<file path="config.mk">
export PLATFORM = sky130hd
export DESIGN_NAME = cfg_mgmt_arb_flat
export DESIGN_NICKNAME = d
export VERILOG_FILES = /design/src/rtl/cfg_mgmt_arb_if.sv /design/src/rtl/cfg_mgmt_arb.sv /design/src/flat_wrapper.sv
export SDC_FILE = /design/constraint.sdc
export NUM_CORES = 1
export LEC_CHECK = 0
export CORE_MARGIN = 1.5
export CORE_UTILIZATION = 41
export DETAILED_ROUTE_END_ITERATION = 7
export PLACE_DENSITY_LB_ADDON = 0.08
export SYNTH_ARGS = -nofsm -noshare
export SYNTH_HDL_FRONTEND = slang
export SYNTH_SLANG_ARGS = --single-unit
</file>
<file path="constraint.sdc">
create_clock -name usr_clk -period 2.9 [get_ports usr_clk]
set_input_delay 0.58 -clock usr_clk [delete_from_list [all_inputs] [get_ports usr_clk]]
set_output_delay 0.58 -clock usr_clk [all_outputs]
set_load 0.1 [all_outputs]
</file>
<file path="src/rtl/cfg_mgmt_arb_if.sv">
// Requester and PCIe cfg_mgmt signal bundle for cfg_mgmt_arb.
// The slave modport is the arbiter; master is the requesters plus the core.
interface cfg_mgmt_arb_if #(
  parameter int unsigned NUM_REQ = 2
);
  logic [NUM_REQ-1:0]    req_valid_i;
  logic [NUM_REQ-1:0]    req_wr_i;
  logic [19*NUM_REQ-1:0] req_addr_i;
  logic [32*NUM_REQ-1:0] req_wdata_i;
  logic [4*NUM_REQ-1:0]  req_be_i;
  logic [NUM_REQ-1:0]    req_type1_i;
  logic [NUM_REQ-1:0]    rsp_valid_o;
  logic [31:0]           rsp_rdata_o;
  logic                  rsp_err_o;
  logic [18:0]           cfg_mgmt_addr_o;
  logic                  cfg_mgmt_write_o;
  logic [31:0]           cfg_mgmt_write_data_o;
  logic [3:0]            cfg_mgmt_byte_enable_o;
  logic                  cfg_mgmt_read_o;
  logic [31:0]           cfg_mgmt_read_data_i;
  logic                  cfg_mgmt_read_write_done_i;
  logic                  cfg_mgmt_type1_cfg_reg_access_o;

  modport slave (
    input  req_valid_i, req_wr_i, req_addr_i, req_wdata_i, req_be_i, req_type1_i,
    input  cfg_mgmt_read_data_i, cfg_mgmt_read_write_done_i,
    output rsp_valid_o, rsp_rdata_o, rsp_err_o,
    output cfg_mgmt_addr_o, cfg_mgmt_write_o, cfg_mgmt_write_data_o, cfg_mgmt_byte_enable_o,
    output cfg_mgmt_read_o, cfg_mgmt_type1_cfg_reg_access_o
  );

  modport master (
    output req_valid_i, req_wr_i, req_addr_i, req_wdata_i, req_be_i, req_type1_i,
    output cfg_mgmt_read_data_i, cfg_mgmt_read_write_done_i,
    input  rsp_valid_o, rsp_rdata_o, rsp_err_o,
    input  cfg_mgmt_addr_o, cfg_mgmt_write_o, cfg_mgmt_write_data_o, cfg_mgmt_byte_enable_o,
    input  cfg_mgmt_read_o, cfg_mgmt_type1_cfg_reg_access_o
  );
endinterface

</file>
<file path="src/rtl/cfg_mgmt_arb.sv">
// Round-robin arbiter sharing the PCIe cfg_mgmt port between NUM_REQ requesters, with watchdog.
// Define CFG_ARB_STAT_EN to build saturating read/write/timeout statistics counters.
module cfg_mgmt_arb #(
  parameter int unsigned NUM_REQ = 2,
  parameter int unsigned TO_CYC  = 1024,
  parameter int unsigned TO_W    = 11
) (
  input  logic                 usr_clk,
  input  logic                 usr_rst,
  cfg_mgmt_arb_if.slave        bus,
  output logic                 busy_o,
  output logic [2:0]           grant_o,
  output logic [15:0]          rd_cnt_o,
  output logic [15:0]          wr_cnt_o,
  output logic [15:0]          to_cnt_o
);

  typedef enum logic [1:0] {StIdle, StIssue, StResp} state_e;

  localparam logic [2:0]      LastIdx = 3'(NUM_REQ - 1);
  localparam logic [TO_W-1:0] ToLast  = TO_W'(TO_CYC - 1);

  state_e               state_q, state_d;
  logic [2:0]           last_q, last_d;
  logic [TO_W-1:0]      cnt_q, cnt_d;
  logic [18:0]          addr_q, addr_d;
  logic [31:0]          wdata_q, wdata_d;
  logic [3:0]           be_q, be_d;
  logic                 type1_q, type1_d;
  logic                 rd_q, rd_d;
  logic                 wr_q, wr_d;
  logic [NUM_REQ-1:0]   rsp_valid_q, rsp_valid_d;
  logic [31:0]          rsp_rdata_q, rsp_rdata_d;
  logic                 rsp_err_q, rsp_err_d;
  logic                 busy_q, busy_d;

  logic                 done;
  logic                 pick_found;
  logic [2:0]           pick_idx;
  logic                 sel_wr, sel_type1;
  logic [18:0]          sel_addr;
  logic [31:0]          sel_wdata;
  logic [3:0]           sel_be;

  assign done = bus.cfg_mgmt_read_write_done_i;

  // Rotating priority: first pending requester after last_q, wrapping around.
  always_comb begin
    pick_found = 1'b0;
    pick_idx   = '0;
    for (int unsigned off = 1; off <= NUM_REQ; off++) begin
      for (int unsigned i = 0; i < NUM_REQ; i++) begin
        if (!pick_found && bus.req_valid_i[i] && (i == (32'(last_q) + off) % NUM_REQ)) begin
          pick_found = 1'b1;
          pick_idx   = 3'(i);
        end
      end
    end
  end

  always_comb begin
    sel_wr    = 1'b0;
    sel_type1 = 1'b0;
    sel_addr  = '0;
    sel_wdata = '0;
    sel_be    = '0;
    for (int unsigned i = 0; i < NUM_REQ; i++) begin
      if (3'(i) == pick_idx) begin
        sel_wr    = bus.req_wr_i[i];
        sel_type1 = bus.req_type1_i[i];
        sel_addr  = bus.req_addr_i[19*i +: 19];
        sel_wdata = bus.req_wdata_i[32*i +: 32];
        sel_be    = bus.req_be_i[4*i +: 4];
      end
    end
  end

  always_comb begin
    state_d     = state_q;
    last_d      = last_q;
    cnt_d       = cnt_q;
    addr_d      = addr_q;
    wdata_d     = wdata_q;
    be_d        = be_q;
    type1_d     = type1_q;
    rd_d        = rd_q;
    wr_d        = wr_q;
    rsp_valid_d = '0;
    rsp_rdata_d = rsp_rdata_q;
    rsp_err_d   = 1'b0;
    unique case (state_q)
      StIdle: begin
        if (pick_found) begin
          addr_d  = sel_addr;
          wdata_d = sel_wdata;
          be_d    = sel_be;
          type1_d = sel_type1;
          rd_d    = ~sel_wr;
          wr_d    = sel_wr;
          last_d  = pick_idx;
          cnt_d   = '0;
          state_d = StIssue;
        end
      end
      StIssue: begin
        // Done takes precedence over a watchdog expiry in the same cycle.
        if (done) begin
          rd_d        = 1'b0;
          wr_d        = 1'b0;
          rsp_valid_d = NUM_REQ'(1) << last_q;
          rsp_rdata_d = rd_q ? bus.cfg_mgmt_read_data_i : 32'h0;
          state_d     = StResp;
        end else if (cnt_q == ToLast) begin
          rd_d        = 1'b0;
          wr_d        = 1'b0;
          rsp_valid_d = NUM_REQ'(1) << last_q;
          rsp_rdata_d = 32'hFFFF_FFFF;
          rsp_err_d   = 1'b1;
          state_d     = StResp;
        end else begin
          cnt_d = cnt_q + TO_W'(1);
        end
      end
      StResp:  state_d = StIdle;
      default: state_d = StIdle;
    endcase
    busy_d = (state_d != StIdle);
  end

  always_ff @(posedge usr_clk) begin
    if (usr_rst) begin
      state_q     <= StIdle;
      last_q      <= LastIdx;
      cnt_q       <= '0;
      addr_q      <= '0;
      wdata_q     <= '0;
      be_q        <= '0;
      type1_q     <= 1'b0;
      rd_q        <= 1'b0;
      wr_q        <= 1'b0;
      rsp_valid_q <= '0;
      rsp_rdata_q <= '0;
      rsp_err_q   <= 1'b0;
      busy_q      <= 1'b0;
    end else begin
      state_q     <= state_d;
      last_q      <= last_d;
      cnt_q       <= cnt_d;
      addr_q      <= addr_d;
      wdata_q     <= wdata_d;
      be_q        <= be_d;
      type1_q     <= type1_d;
      rd_q        <= rd_d;
      wr_q        <= wr_d;
      rsp_valid_q <= rsp_valid_d;
      rsp_rdata_q <= rsp_rdata_d;
      rsp_err_q   <= rsp_err_d;
      busy_q      <= busy_d;
    end
  end

  assign bus.cfg_mgmt_addr_o                 = addr_q;
  assign bus.cfg_mgmt_write_data_o           = wdata_q;
  assign bus.cfg_mgmt_byte_enable_o          = be_q;
  assign bus.cfg_mgmt_type1_cfg_reg_access_o = type1_q;
  assign bus.cfg_mgmt_read_o                 = rd_q;
  assign bus.cfg_mgmt_write_o                = wr_q;
  assign bus.rsp_valid_o                     = rsp_valid_q;
  assign bus.rsp_rdata_o                     = rsp_rdata_q;
  assign bus.rsp_err_o                       = rsp_err_q;
  assign busy_o                              = busy_q;
  assign grant_o                             = last_q;

`ifdef CFG_ARB_STAT_EN
  logic [15:0] rd_cnt_q, rd_cnt_d;
  logic [15:0] wr_cnt_q, wr_cnt_d;
  logic [15:0] to_cnt_q, to_cnt_d;
  logic        done_hit, to_hit;

  always_comb begin
    done_hit = (state_q == StIssue) && done;
    to_hit   = (state_q == StIssue) && !done && (cnt_q == ToLast);
    rd_cnt_d = rd_cnt_q;
    wr_cnt_d = wr_cnt_q;
    to_cnt_d = to_cnt_q;
    if (done_hit && rd_q && (rd_cnt_q != 16'hFFFF)) rd_cnt_d = rd_cnt_q + 16'd1;
    if (done_hit && wr_q && (wr_cnt_q != 16'hFFFF)) wr_cnt_d = wr_cnt_q + 16'd1;
    if (to_hit && (to_cnt_q != 16'hFFFF))           to_cnt_d = to_cnt_q + 16'd1;
  end

  always_ff @(posedge usr_clk) begin
    if (usr_rst) begin
      rd_cnt_q <= '0;
      wr_cnt_q <= '0;
      to_cnt_q <= '0;
    end else begin
      rd_cnt_q <= rd_cnt_d;
      wr_cnt_q <= wr_cnt_d;
      to_cnt_q <= to_cnt_d;
    end
  end

  assign rd_cnt_o = rd_cnt_q;
  assign wr_cnt_o = wr_cnt_q;
  assign to_cnt_o = to_cnt_q;
`else
  assign rd_cnt_o = '0;
  assign wr_cnt_o = '0;
  assign to_cnt_o = '0;
`endif

endmodule
</file>
<file path="src/flat_wrapper.sv">
// flat-port wrapper written by rule: the top's interface ports become plain ports
module cfg_mgmt_arb_flat 
#(
  parameter int unsigned NUM_REQ = 2,
  parameter int unsigned TO_CYC  = 1024,
  parameter int unsigned TO_W    = 11
)
  (usr_clk, usr_rst, busy_o, grant_o, rd_cnt_o, wr_cnt_o, to_cnt_o, bus_req_valid_i, bus_req_wr_i, bus_req_addr_i, bus_req_wdata_i, bus_req_be_i, bus_req_type1_i, bus_cfg_mgmt_read_data_i, bus_cfg_mgmt_read_write_done_i, bus_rsp_valid_o, bus_rsp_rdata_o, bus_rsp_err_o, bus_cfg_mgmt_addr_o, bus_cfg_mgmt_write_o, bus_cfg_mgmt_write_data_o, bus_cfg_mgmt_byte_enable_o, bus_cfg_mgmt_read_o, bus_cfg_mgmt_type1_cfg_reg_access_o);
  cfg_mgmt_arb_if #(.NUM_REQ(NUM_REQ)) bus_i ();
  input  logic usr_clk;
  input  logic usr_rst;
  output logic busy_o;
  output logic [2:0] grant_o;
  output logic [15:0] rd_cnt_o;
  output logic [15:0] wr_cnt_o;
  output logic [15:0] to_cnt_o;
  input wire logic [$bits(bus_i.req_valid_i)-1:0] bus_req_valid_i;
  input wire logic [$bits(bus_i.req_wr_i)-1:0] bus_req_wr_i;
  input wire logic [$bits(bus_i.req_addr_i)-1:0] bus_req_addr_i;
  input wire logic [$bits(bus_i.req_wdata_i)-1:0] bus_req_wdata_i;
  input wire logic [$bits(bus_i.req_be_i)-1:0] bus_req_be_i;
  input wire logic [$bits(bus_i.req_type1_i)-1:0] bus_req_type1_i;
  input wire logic [$bits(bus_i.cfg_mgmt_read_data_i)-1:0] bus_cfg_mgmt_read_data_i;
  input wire logic [$bits(bus_i.cfg_mgmt_read_write_done_i)-1:0] bus_cfg_mgmt_read_write_done_i;
  output wire logic [$bits(bus_i.rsp_valid_o)-1:0] bus_rsp_valid_o;
  output wire logic [$bits(bus_i.rsp_rdata_o)-1:0] bus_rsp_rdata_o;
  output wire logic [$bits(bus_i.rsp_err_o)-1:0] bus_rsp_err_o;
  output wire logic [$bits(bus_i.cfg_mgmt_addr_o)-1:0] bus_cfg_mgmt_addr_o;
  output wire logic [$bits(bus_i.cfg_mgmt_write_o)-1:0] bus_cfg_mgmt_write_o;
  output wire logic [$bits(bus_i.cfg_mgmt_write_data_o)-1:0] bus_cfg_mgmt_write_data_o;
  output wire logic [$bits(bus_i.cfg_mgmt_byte_enable_o)-1:0] bus_cfg_mgmt_byte_enable_o;
  output wire logic [$bits(bus_i.cfg_mgmt_read_o)-1:0] bus_cfg_mgmt_read_o;
  output wire logic [$bits(bus_i.cfg_mgmt_type1_cfg_reg_access_o)-1:0] bus_cfg_mgmt_type1_cfg_reg_access_o;
  assign bus_i.req_valid_i = bus_req_valid_i;
  assign bus_i.req_wr_i = bus_req_wr_i;
  assign bus_i.req_addr_i = bus_req_addr_i;
  assign bus_i.req_wdata_i = bus_req_wdata_i;
  assign bus_i.req_be_i = bus_req_be_i;
  assign bus_i.req_type1_i = bus_req_type1_i;
  assign bus_i.cfg_mgmt_read_data_i = bus_cfg_mgmt_read_data_i;
  assign bus_i.cfg_mgmt_read_write_done_i = bus_cfg_mgmt_read_write_done_i;
  assign bus_rsp_valid_o = bus_i.rsp_valid_o;
  assign bus_rsp_rdata_o = bus_i.rsp_rdata_o;
  assign bus_rsp_err_o = bus_i.rsp_err_o;
  assign bus_cfg_mgmt_addr_o = bus_i.cfg_mgmt_addr_o;
  assign bus_cfg_mgmt_write_o = bus_i.cfg_mgmt_write_o;
  assign bus_cfg_mgmt_write_data_o = bus_i.cfg_mgmt_write_data_o;
  assign bus_cfg_mgmt_byte_enable_o = bus_i.cfg_mgmt_byte_enable_o;
  assign bus_cfg_mgmt_read_o = bus_i.cfg_mgmt_read_o;
  assign bus_cfg_mgmt_type1_cfg_reg_access_o = bus_i.cfg_mgmt_type1_cfg_reg_access_o;
  cfg_mgmt_arb #(.NUM_REQ(NUM_REQ), .TO_CYC(TO_CYC), .TO_W(TO_W)) u_core (.usr_clk(usr_clk), .usr_rst(usr_rst), .bus(bus_i), .busy_o(busy_o), .grant_o(grant_o), .rd_cnt_o(rd_cnt_o), .wr_cnt_o(wr_cnt_o), .to_cnt_o(to_cnt_o));
endmodule
</file>
==> results of run 1 <==
-- Yosys cell counts, types with 3 or more instances --
master / number
dfxtp_1: 108
nor2_1: 62
a211oi_1: 57
mux2i_1: 57
buf_4: 52
nand2_1: 42
a21oi_1: 41
o21a_1: 33
clkbuf_1: 27
buf_2: 11
nand3_1: 8
o211ai_1: 4
a311oi_1: 3
and4_1: 3
nand2b_1: 3
nor2b_1: 3
nor3_1: 3
or3_1: 3
or4_1: 3
-- sequential cells by signal, summed over array words and instances (netlist names), 2 cells and up --
signal and flops:
u_core.bus.rsp_rdata_o 32, u_core.bus.rsp_valid_o 2, u_core.bus.cfg_mgmt_byte_enable_o 4, u_core.state_q 2, u_core.bus.cfg_mgmt_addr_o 19, u_core.cnt_q 11
u_core.bus.cfg_mgmt_write_data_o 32
-- where the power goes --
part	switching (W)	internal, W
clock network	0.000527	0.000604
registers	0.0000761	0.00162
logic	0.00158	0.000513
total	0.00218	0.00274
-- worst max-delay path: stages, from the launching register on --
cell and delay (ns):
dfxtp_1 0.39, ha_1 0.28, nand4_2 0.24, nor4_4 0.49, o21ai_1 0.24, a311oi_1 0.32
-- metrics by stage --
stage          cells  instance area [sq um]  setup slack, ns  util, %  total power, W
6_report         932                   7440            0.841     62.0         0.00491
5_1_grt          932                   7440            0.631     62.0         0.00511
4_1_cts          932                   7440            0.877     62.0         0.00496
3_5_place_dp     916                   7170            0.584     59.7         0.00382
3_3_place_gp     916                   7170            0.612     59.7         0.00381
2_1_floorplan    607                   5230            0.866        -         0.00336
-- routing by layer --
| layer | GRT usage [%] | routed length (microns) | share of wire [%] | up-vias |
|---|---|---|---|---|
| met5 | 0 | 0 | 0 | - |
| li1 | - | - | - | 2338 |
| met4 | 8.58 | 347 | 2.4 | 0 |
| met1 | 24.0 | 5530 | 39 | 2065 |
| met3 | 5.90 | 1280 | 9.1 | 24 |
| met2 | 37.0 | 7010 | 49 | 227 |
-- cell usage in the layout (no fill, tap or decap), types with 33 or more instances in the layout --
master and n:
clkdlybuf4s50_1 149, dfxtp_1 108, buf_4 103, nor2_1 62, mux2i_1 57, a211oi_1 57, conb_1 50, nand2_1 42
a21oi_1 41, o21a_1 33
-- layout make-up --
type,instances,area [sq um]
inverters,2,7.51
clock inverters,4,25.0
flip-flops and latches,108,2160
clock buffers,12,246
fillers,1048,4570
repair buffers,254,2300
multi-input cells,405,2510
well taps,147,184
-- path summary, 6_finish.rpt --
path	slack, ns	endpoint	from	cells past startpoint
worst min register to register	0.47	u_core.bus.rsp_rdata_o[12]$_SDFFE_PP0P_	u_core.bus.rsp_rdata_o[12]$_SDFFE_PP0P_	1
worst max-delay path	0.84	u_core.cnt_q[7]$_SDFFE_PP0P_	u_core.cnt_q[0]$_SDFFE_PP0P_	5
worst max register to register	0.84	u_core.cnt_q[7]$_SDFFE_PP0P_	u_core.cnt_q[0]$_SDFFE_PP0P_	5
worst min-delay path	0.47	u_core.bus.rsp_rdata_o[12]$_SDFFE_PP0P_	u_core.bus.rsp_rdata_o[12]$_SDFFE_PP0P_	1
-- logic make-up after synthesis --
family / after synthesis
AO/OA/AOI/OAI: 152
AND/OR/NAND/NOR: 145
flip-flops: 108
buffers and inverters: 94
multiplexers: 57
adder cells (fa/ha/maj): 1
other: 1
==> out/metrics.cfg, run 1 <==
[run_status]
status = complete, no violations

[cts]
clock_path_buffers = 2
cts_hold_buffers = 0
cts-resized-gates = 0
cts_tree = yes
cts_setup_buffers = 0
h-tree-depth = 3
clk_pin_slew_worst_paths_ns = 0.07
cts-root-buf = clkbuf_16
insertion_delay_ns = 0.34
cts_sinks = 108
numCtsBuffers = 9

[sta]
final-hold-violation-count = 0
setup_tns_ns = 0
skew_ns = 0.00583
rsz0062_at_grt = no
fmax_mhz = 486
slew_headroom_pct = 43.2
setup_viol = 0
hold_ws_ns = 0.469
fin_crit_ns = 2.06
tightestPinTransition_ns = 0.852
fin_crit_sh_pct = 71.0
drv_slew = 0

[routing]
vias = 4654
drtPass1Iterations = 5
wl_per_cell_microns = 15.2
drc = 0
ant_nets = 0
drt-initial-drc-count = 173
routed_wl_microns = 14200
viasPerCell = 4.99

[floorplan]
start_util_pct = 42.0
num_rows = 40
die_y_microns = 114
core_sq_um = 12000
die-area_sq_um = 13000
ios = 296
die_w_microns = 114

[setup_path]
critPathRequiredTime_ns = 3.14
cp.arrival_ns = 2.30
critical_path_class = flop to flop
path_max_fanout = 10
start_kind = flop
critical_path.endpoint_type = flop

[logic_synthesis]
avgSynthCellArea_sq_um = 9.04
synth_xor_area_share_pct = 0
synth_top_family_by_area = compound AO/OA/AOI/OAI gates
synth_compound_area_share_pct = 20.7
yosys-top-cells-area = dfxtp_1 (43%), mux2i_1 (11%), a211oi_1 (8.5%)
yosys.area_share.simple_pct = 13.5
synthDistinctLibCells = 47
netlist_instances = 558
synth_area_sq_um = 5040
yosys.area.top_type_share_pct = 42.9
yosysWarnings = 0
ys_seq_area_share_pct = 42.9
ys_async_sr_fraction_pct = 0
synth_ff_type = dfxtp_1
synth-edff-count = 0
synth_largest_area_cell = dfxtp_1
ys_ff_latch = 108
synthMuxAreaShare_pct = 11.3
synthAdderAreaFrac_pct = 0.248

[grt]
grt_overflow = 0
grt_pass1_wl_microns = 21600
antenna_found_initial = 0
grt_max_degree = 90
track_usage_pct = 21.0
grt_pass1_vias = 4338

[power]
powerDensity_nw_per_um2 = 660
peakVddDrop_v = 0.000320
leakage_nw = 3.07

[run]
cap_violations = 0

[final_layout]
antenna_cells = 0
area_growth_pct = 47.6
layout-drive-gt1-share_pct = 16.1
nets = 932

[place]
gp_congestion = 0.845
place_hpwl_microns = 10600
portBuffers = 245

[worst_hold_path]
holdCritPathClass = flop to flop

Power figures use the tool's default switching activity.
==> run 2: changes to the inputs <==
CORE_UTILIZATION = 38   (was 41)
clock period = 2.1 ns   (was 2.9 ns; I/O delays follow)
==> run 2 against run 1 <==
Compared with the run above:
- via count up 0.97%
- power up 38%
- routed wire length down 0.95%
- sequential share of layout area down 0.72 points
- critical path depth up 1
- clock skew up 0.00088 ns
- register-to-register slack worse by 0.66 ns
- critical endpoint is now u_core.bus.rsp_rdata_o[30]$_SDFFE_PP0P_
- largest power group unchanged
==> out/metrics.cfg, run 2 (synthesis gave the netlist of run 1 again) <==
[floorplan]
die-area_sq_um = 14000  ; +7.7%
start_util_pct = 39.5  ; -2.5 points
core_sq_um = 12800  ; +6.3%
die_w_microns = 118  ; +3.8%
die_y_microns = 118  ; +3.8%
ios = 296  ; unchanged
num_rows = 41  ; +2.5%

[cts]
insertion_delay_ns = 0.34  ; about the same
cts_setup_buffers = 0  ; unchanged
clock_path_buffers = 2  ; unchanged
clk_pin_slew_worst_paths_ns = 0.06  ; about the same
cts-root-buf = clkbuf_16
numCtsBuffers = 9  ; unchanged
cts_hold_buffers = 0  ; unchanged
cts-resized-gates = 0  ; unchanged
cts_tree = yes
cts_sinks = 108  ; unchanged
h-tree-depth = 3  ; unchanged

[setup_path]
r2r-end = u_core.bus.rsp_rdata_o[30]$_SDFFE_PP0P_
reg2reg_from = u_core.cnt_q[0]$_SDFFE_PP0P_
critical_path.endpoint_type = flop
start_kind = flop
cp.arrival_ns = 2.20  ; -0.10 ns
crit_start = u_core.cnt_q[0]$_SDFFE_PP0P_
path_max_fanout = 8  ; -2
rrSetupSlack_ns = 0.18  ; -0.66 ns
reg2reg_depth = 6  ; +1
critPathRequiredTime_ns = 2.39  ; -0.75 ns
crit_path_end = u_core.bus.rsp_rdata_o[30]$_SDFFE_PP0P_
critical_path_class = flop to flop

[final_layout]
layout-drive-gt1-share_pct = 17.0  ; +0.91 points
layout_common_cells = clkdlybuf4s50_1 (149), buf_4 (108), dfxtp_1 (108)
area_growth_pct = 51.4
final_common_cell = clkdlybuf4s50_1
antenna_cells = 0  ; unchanged
nets = 944  ; +1.3%

[sta]
setup_viol = 0  ; unchanged
skew_ns = 0.00672  ; +0.000882 ns
tightestPinTransition_ns = 0.538  ; -0.314 ns
fmax_mhz = 522  ; +7.4%
rsz0062_at_grt = no
fin_crit_ns = 1.92  ; -0.142 ns
fin_crit_sh_pct = 91.3  ; +20 points
slew_headroom_pct = 64.2  ; +21 points
setup_tns_ns = 0  ; unchanged
drv_slew = 0  ; unchanged
final-hold-violation-count = 0  ; unchanged

[routing]
ant_nets = 0  ; unchanged
wl_per_cell_microns = 14.5  ; -4.6%
routed_wl_microns = 14000  ; -0.95%
vias = 4699  ; +0.97%
drt-initial-drc-count = 221  ; +28%
viasPerCell = 4.85  ; -2.8%
drc = 0  ; unchanged
drtPass1Iterations = 4  ; -1

[place]
portBuffers = 245  ; unchanged
place_hpwl_microns = 10800  ; +1.6%
gp_congestion = 0.876  ; +3.6%

[grt]
use_met3_pct = 5.98  ; +0.087 points
track_usage_pct = 19.9  ; -1.2 points
grt_pass1_wl_microns = 22100  ; +2.7%
use_met1_pct = 22.0  ; -2.0 points
grt_max_degree = 76  ; -16%
grt_pass1_vias = 4416  ; +1.8%
busiest_layer = met2
grt_overflow = 0  ; unchanged
antenna_found_initial = 0  ; unchanged
grt_util_met2_pct = 34.9  ; -2.1 points

[power]
powerDensity_nw_per_um2 = 888  ; +35%
power_w = 0.00678  ; +38%
leakage_nw = 3.15  ; +2.6%
peakVddDrop_v = 0.000394  ; +23%

[worst_hold_path]
holdCritPathClass = flop to flop

[run_status]
status = complete, no violations

[run]
cap_violations = 0  ; unchanged

run 2: layout make-up:
| cell class | instances | area, sq um |
|---|---|---|
| Fill cell | 1117 | 5140 |
| Multi-Input combinational cell | 405 | 2510 |
| Timing Repair Buffer | 266 | 2480 |
| Sequential cell | 108 | 2160 |
| Clock buffer | 13 | 240 |
| Tap cell | 172 | 215 |
| Clock inverter | 2 | 12.5 |
| Inverter | 2 | 7.51 |
run 2: how the worst min path moves through the flow:
stage,startpoint,to,slack [ns],depth (start not counted)
floorplan,u_core.cnt_q[7]$_SDFFE_PP0P_,u_core.cnt_q[7]$_SDFFE_PP0P_,0.46,1
global placement,u_core.bus.rsp_rdata_o[9]$_SDFFE_PP0P_,u_core.bus.rsp_rdata_o[9]$_SDFFE_PP0P_,0.45,1
detailed placement,u_core.bus.rsp_rdata_o[2]$_SDFFE_PP0P_,u_core.bus.rsp_rdata_o[2]$_SDFFE_PP0P_,0.45,1
CTS,u_core.bus.rsp_rdata_o[2]$_SDFFE_PP0P_,u_core.bus.rsp_rdata_o[2]$_SDFFE_PP0P_,0.47,1
global route,u_core.bus.rsp_rdata_o[0]$_SDFFE_PP0P_,u_core.bus.rsp_rdata_o[0]$_SDFFE_PP0P_,0.49,1
finish,u_core.bus.rsp_rdata_o[2]$_SDFFE_PP0P_,u_core.bus.rsp_rdata_o[2]$_SDFFE_PP0P_,0.46,1
run 2: report_power, final:
part           total, W  switching [W]  internal [W]
clock network   0.00149       0.000697      0.000798
logic           0.00294        0.00219      0.000755
registers       0.00234       0.000110       0.00223
run 2: layer usage:
metal / share of wire (%) / vias up
met2: 50 / 209
met5: 0 / -
met4: 2.2 / 0
met1: 39 / 2105
li1: - / 2366
met3: 8.7 / 19
run 2: stage by stage:
stage                     hold slack (ns)  instance area (sq um)  util [%]  worst slack [ns]  std cells
after global placement              0.449                   7380      57.8            0.0296        953
final                               0.462                   7630      59.8             0.184        968
after floorplan                     0.461                   5230         -            0.0660        607
after CTS                           0.469                   7630      59.8             0.196        968
after global routing                0.486                   7630      59.8            0.0459        968
after detailed placement            0.454                   7380      57.8            0.0316        953
run 2: critical path, stage by stage, from the launching register on:
cell and delay (ns):
dfxtp_1 0.39, ha_1 0.26, nand4_2 0.23, or3_1 0.43
o21ai_2 0.23, buf_4 0.21, o21a_1 0.12
==> run 3: changes to the inputs <==
MAX_ROUTING_LAYER = met4   (was default)
RECOVER_POWER = 100   (was default)
==> run 3 against run 2 <==
Compared with the run above:
- sequential share of layout area increased by 1.2 points
- global-route usage increased by 0.62 points
- clock skew about the same
- power decreased by 2.1%
- critical path type is now input port to flop
==> out/metrics.cfg, run 3 (synthesis gave the netlist of run 1 again) <==
[power]
leakage_nw = 3.04  ; -3.4%
powerDensity_nw_per_um2 = 905  ; +1.9%
power_w = 0.00663  ; -2.1%
peakVddDrop_v = 0.000398  ; +1.0%

[sta]
skew_ns = 0.00702  ; +0.000305 ns
tightestPinTransition_ns = 0.587  ; +0.0498 ns
fin_crit_sh_pct = 93.7  ; +2.4 points
drv_slew = 0  ; unchanged
slew_headroom_pct = 61.0  ; -3.2 points
rsz0062_at_grt = no
final-hold-violation-count = 0  ; unchanged
setup_ws_ns = 0.133  ; -0.0504 ns
fmax_mhz = 508  ; -2.6%
setup_viol = 0  ; unchanged
setup_tns_ns = 0  ; unchanged
fin_crit_ns = 1.97  ; +0.0504 ns

[setup_path]
cp.arrival_ns = 2.24  ; +0.04 ns
critPathTopFamily = simple AND/OR/NAND/NOR gates
max_stage_delay_ns = 0.56  ; +0.13 ns
worst-path-buf-inv = 1  ; unchanged
path_max_fanout = 14  ; +6
critical_path_class = input port to flop
crit_chain = dlygate4sd3_1 > or3b_1 > or4_1 > a21oi_1
critPathRequiredTime_ns = 2.37  ; -0.02 ns
start_kind = input port
crit_slowest_cell = dlygate4sd3_1
critical_path.endpoint_type = flop

[cts]
cts-root-buf = clkbuf_16
cts_tree = yes
cts-resized-gates = 0  ; unchanged
numCtsBuffers = 9  ; unchanged
cts_setup_buffers = 0  ; unchanged
insertion_delay_ns = 0.34  ; about the same
cts_sinks = 108  ; unchanged
h-tree-depth = 3  ; unchanged
clock_path_buffers = 2  ; unchanged
cts_hold_buffers = 0  ; unchanged
clk_pin_slew_worst_paths_ns = 0.06  ; about the same

[place]
place_hpwl_microns = 10800  ; unchanged
portBuffers = 245  ; unchanged
dp_worst_setup_slack_ns = 0.0316  ; unchanged
gp_congestion = 0.890  ; +1.6%

[final_layout]
layout_common_cells = clkdlybuf4s50_1 (147), dfxtp_1 (108), clkbuf_2 (95)
area_growth_pct = 45.4
nets = 944  ; unchanged
multi_input_area_sq_um = 2510  ; about the same
layout-drive-gt1-share_pct = 16.1  ; -0.88 points
antenna_cells = 0  ; unchanged
regArea_sq_um = 2160  ; unchanged
final_common_cell = clkdlybuf4s50_1
fillers = 1166  ; +4.4%
utilization_pct = 57.4  ; -2.4 points

[routing]
viasPerCell = 4.84  ; -0.21%
drt-initial-drc-count = 203  ; -8.1%
wl_per_cell_microns = 14.4  ; -0.56%
drc = 0  ; unchanged
ant_nets = 0  ; unchanged
drtPass1Iterations = 4  ; unchanged
vias = 4689  ; -0.21%
routed_wl_microns = 14000  ; -0.56%

[worst_hold_path]
holdCritPathClass = flop to flop

[floorplan]
start_util_pct = 39.5  ; unchanged
core_sq_um = 12800  ; unchanged
ios = 296  ; unchanged
die-area_sq_um = 14000  ; unchanged
die_w_microns = 118  ; unchanged
num_rows = 41  ; unchanged
die_y_microns = 118  ; unchanged

[run]
cap_violations = 0  ; unchanged

[grt]
grt_pass1_vias = 4435  ; +0.43%
grt_max_degree = 76  ; unchanged
track_usage_pct = 20.5  ; +0.62 points
grt_pass1_wl_microns = 22100  ; unchanged
antenna_found_initial = 0  ; unchanged
grt_overflow = 0  ; unchanged

[run_status]
status = complete, no violations

[run 3: changes by cell type in the layout (fill, tap and decap cells not counted), moves of 3 or more]
cell      before  now
clkbuf_1       4   10
buf_12         9    6
buf_4        108    8
clkbuf_2       0   95
[run 3: metal layers]
metal,part of all wire (%),GRT usage [%],vias to the layer above,wire length (microns)
met3,7.7,5.02,19,1070
met2,50,35.0,214,6960
met5,0,-,-,0
li1,-,-,2375,-
met4,2.1,8.61,0,294
met1,40,22.8,2081,5630
[run 3: path summary, 6_finish.rpt]
path	from	to	slack (ns)	depth (start not counted)
max	bus_cfg_mgmt_read_write_done_i	u_core.cnt_q[3]$_SDFFE_PP0P_	0.13	4
min	u_core.bus.rsp_rdata_o[2]$_SDFFE_PP0P_	u_core.bus.rsp_rdata_o[2]$_SDFFE_PP0P_	0.46	1
max reg2reg	u_core.cnt_q[0]$_SDFFE_PP0P_	u_core.bus.rsp_rdata_o[30]$_SDFFE_PP0P_	0.21	6
min reg2reg	u_core.bus.rsp_rdata_o[2]$_SDFFE_PP0P_	u_core.bus.rsp_rdata_o[2]$_SDFFE_PP0P_	0.46	1
[run 3: layout make-up]
cell class | count | share of cell area, %
flip-flops and latches | 108 | 29.5
inverters | 2 | 0.102
multi-input cells | 405 | 34.2
well taps | 172 | 2.94
clock buffers | 13 | 3.28
clock inverters | 2 | 0.171
repair buffers | 266 | 29.8
[run 3: power by group]
group	switching, W	leakage, nW	total [W]	internal [W]
sequential	0.000105	0.890	0.00234	0.00223
clock	0.000695	0.120	0.00149	0.000798
combinational	0.00218	2.03	0.00280	0.000619
[run 3: stage by stage]
step,hold slack (ns),instance area (sq um),cells
finish,0.461,7330,968
CTS,0.469,7630,968
global route,0.484,7330,968
floorplan,0.461,5230,607
global placement,0.449,7380,953
detailed placement,0.454,7380,953
[run 3: worst reg2reg max path: stages (launching register included)]
cell and delay [ns]:
dfxtp_1 0.39, ha_1 0.26, nand4_2 0.22, or3_1 0.43, o21ai_2 0.22, buf_4 0.21
o21a_1 0.12
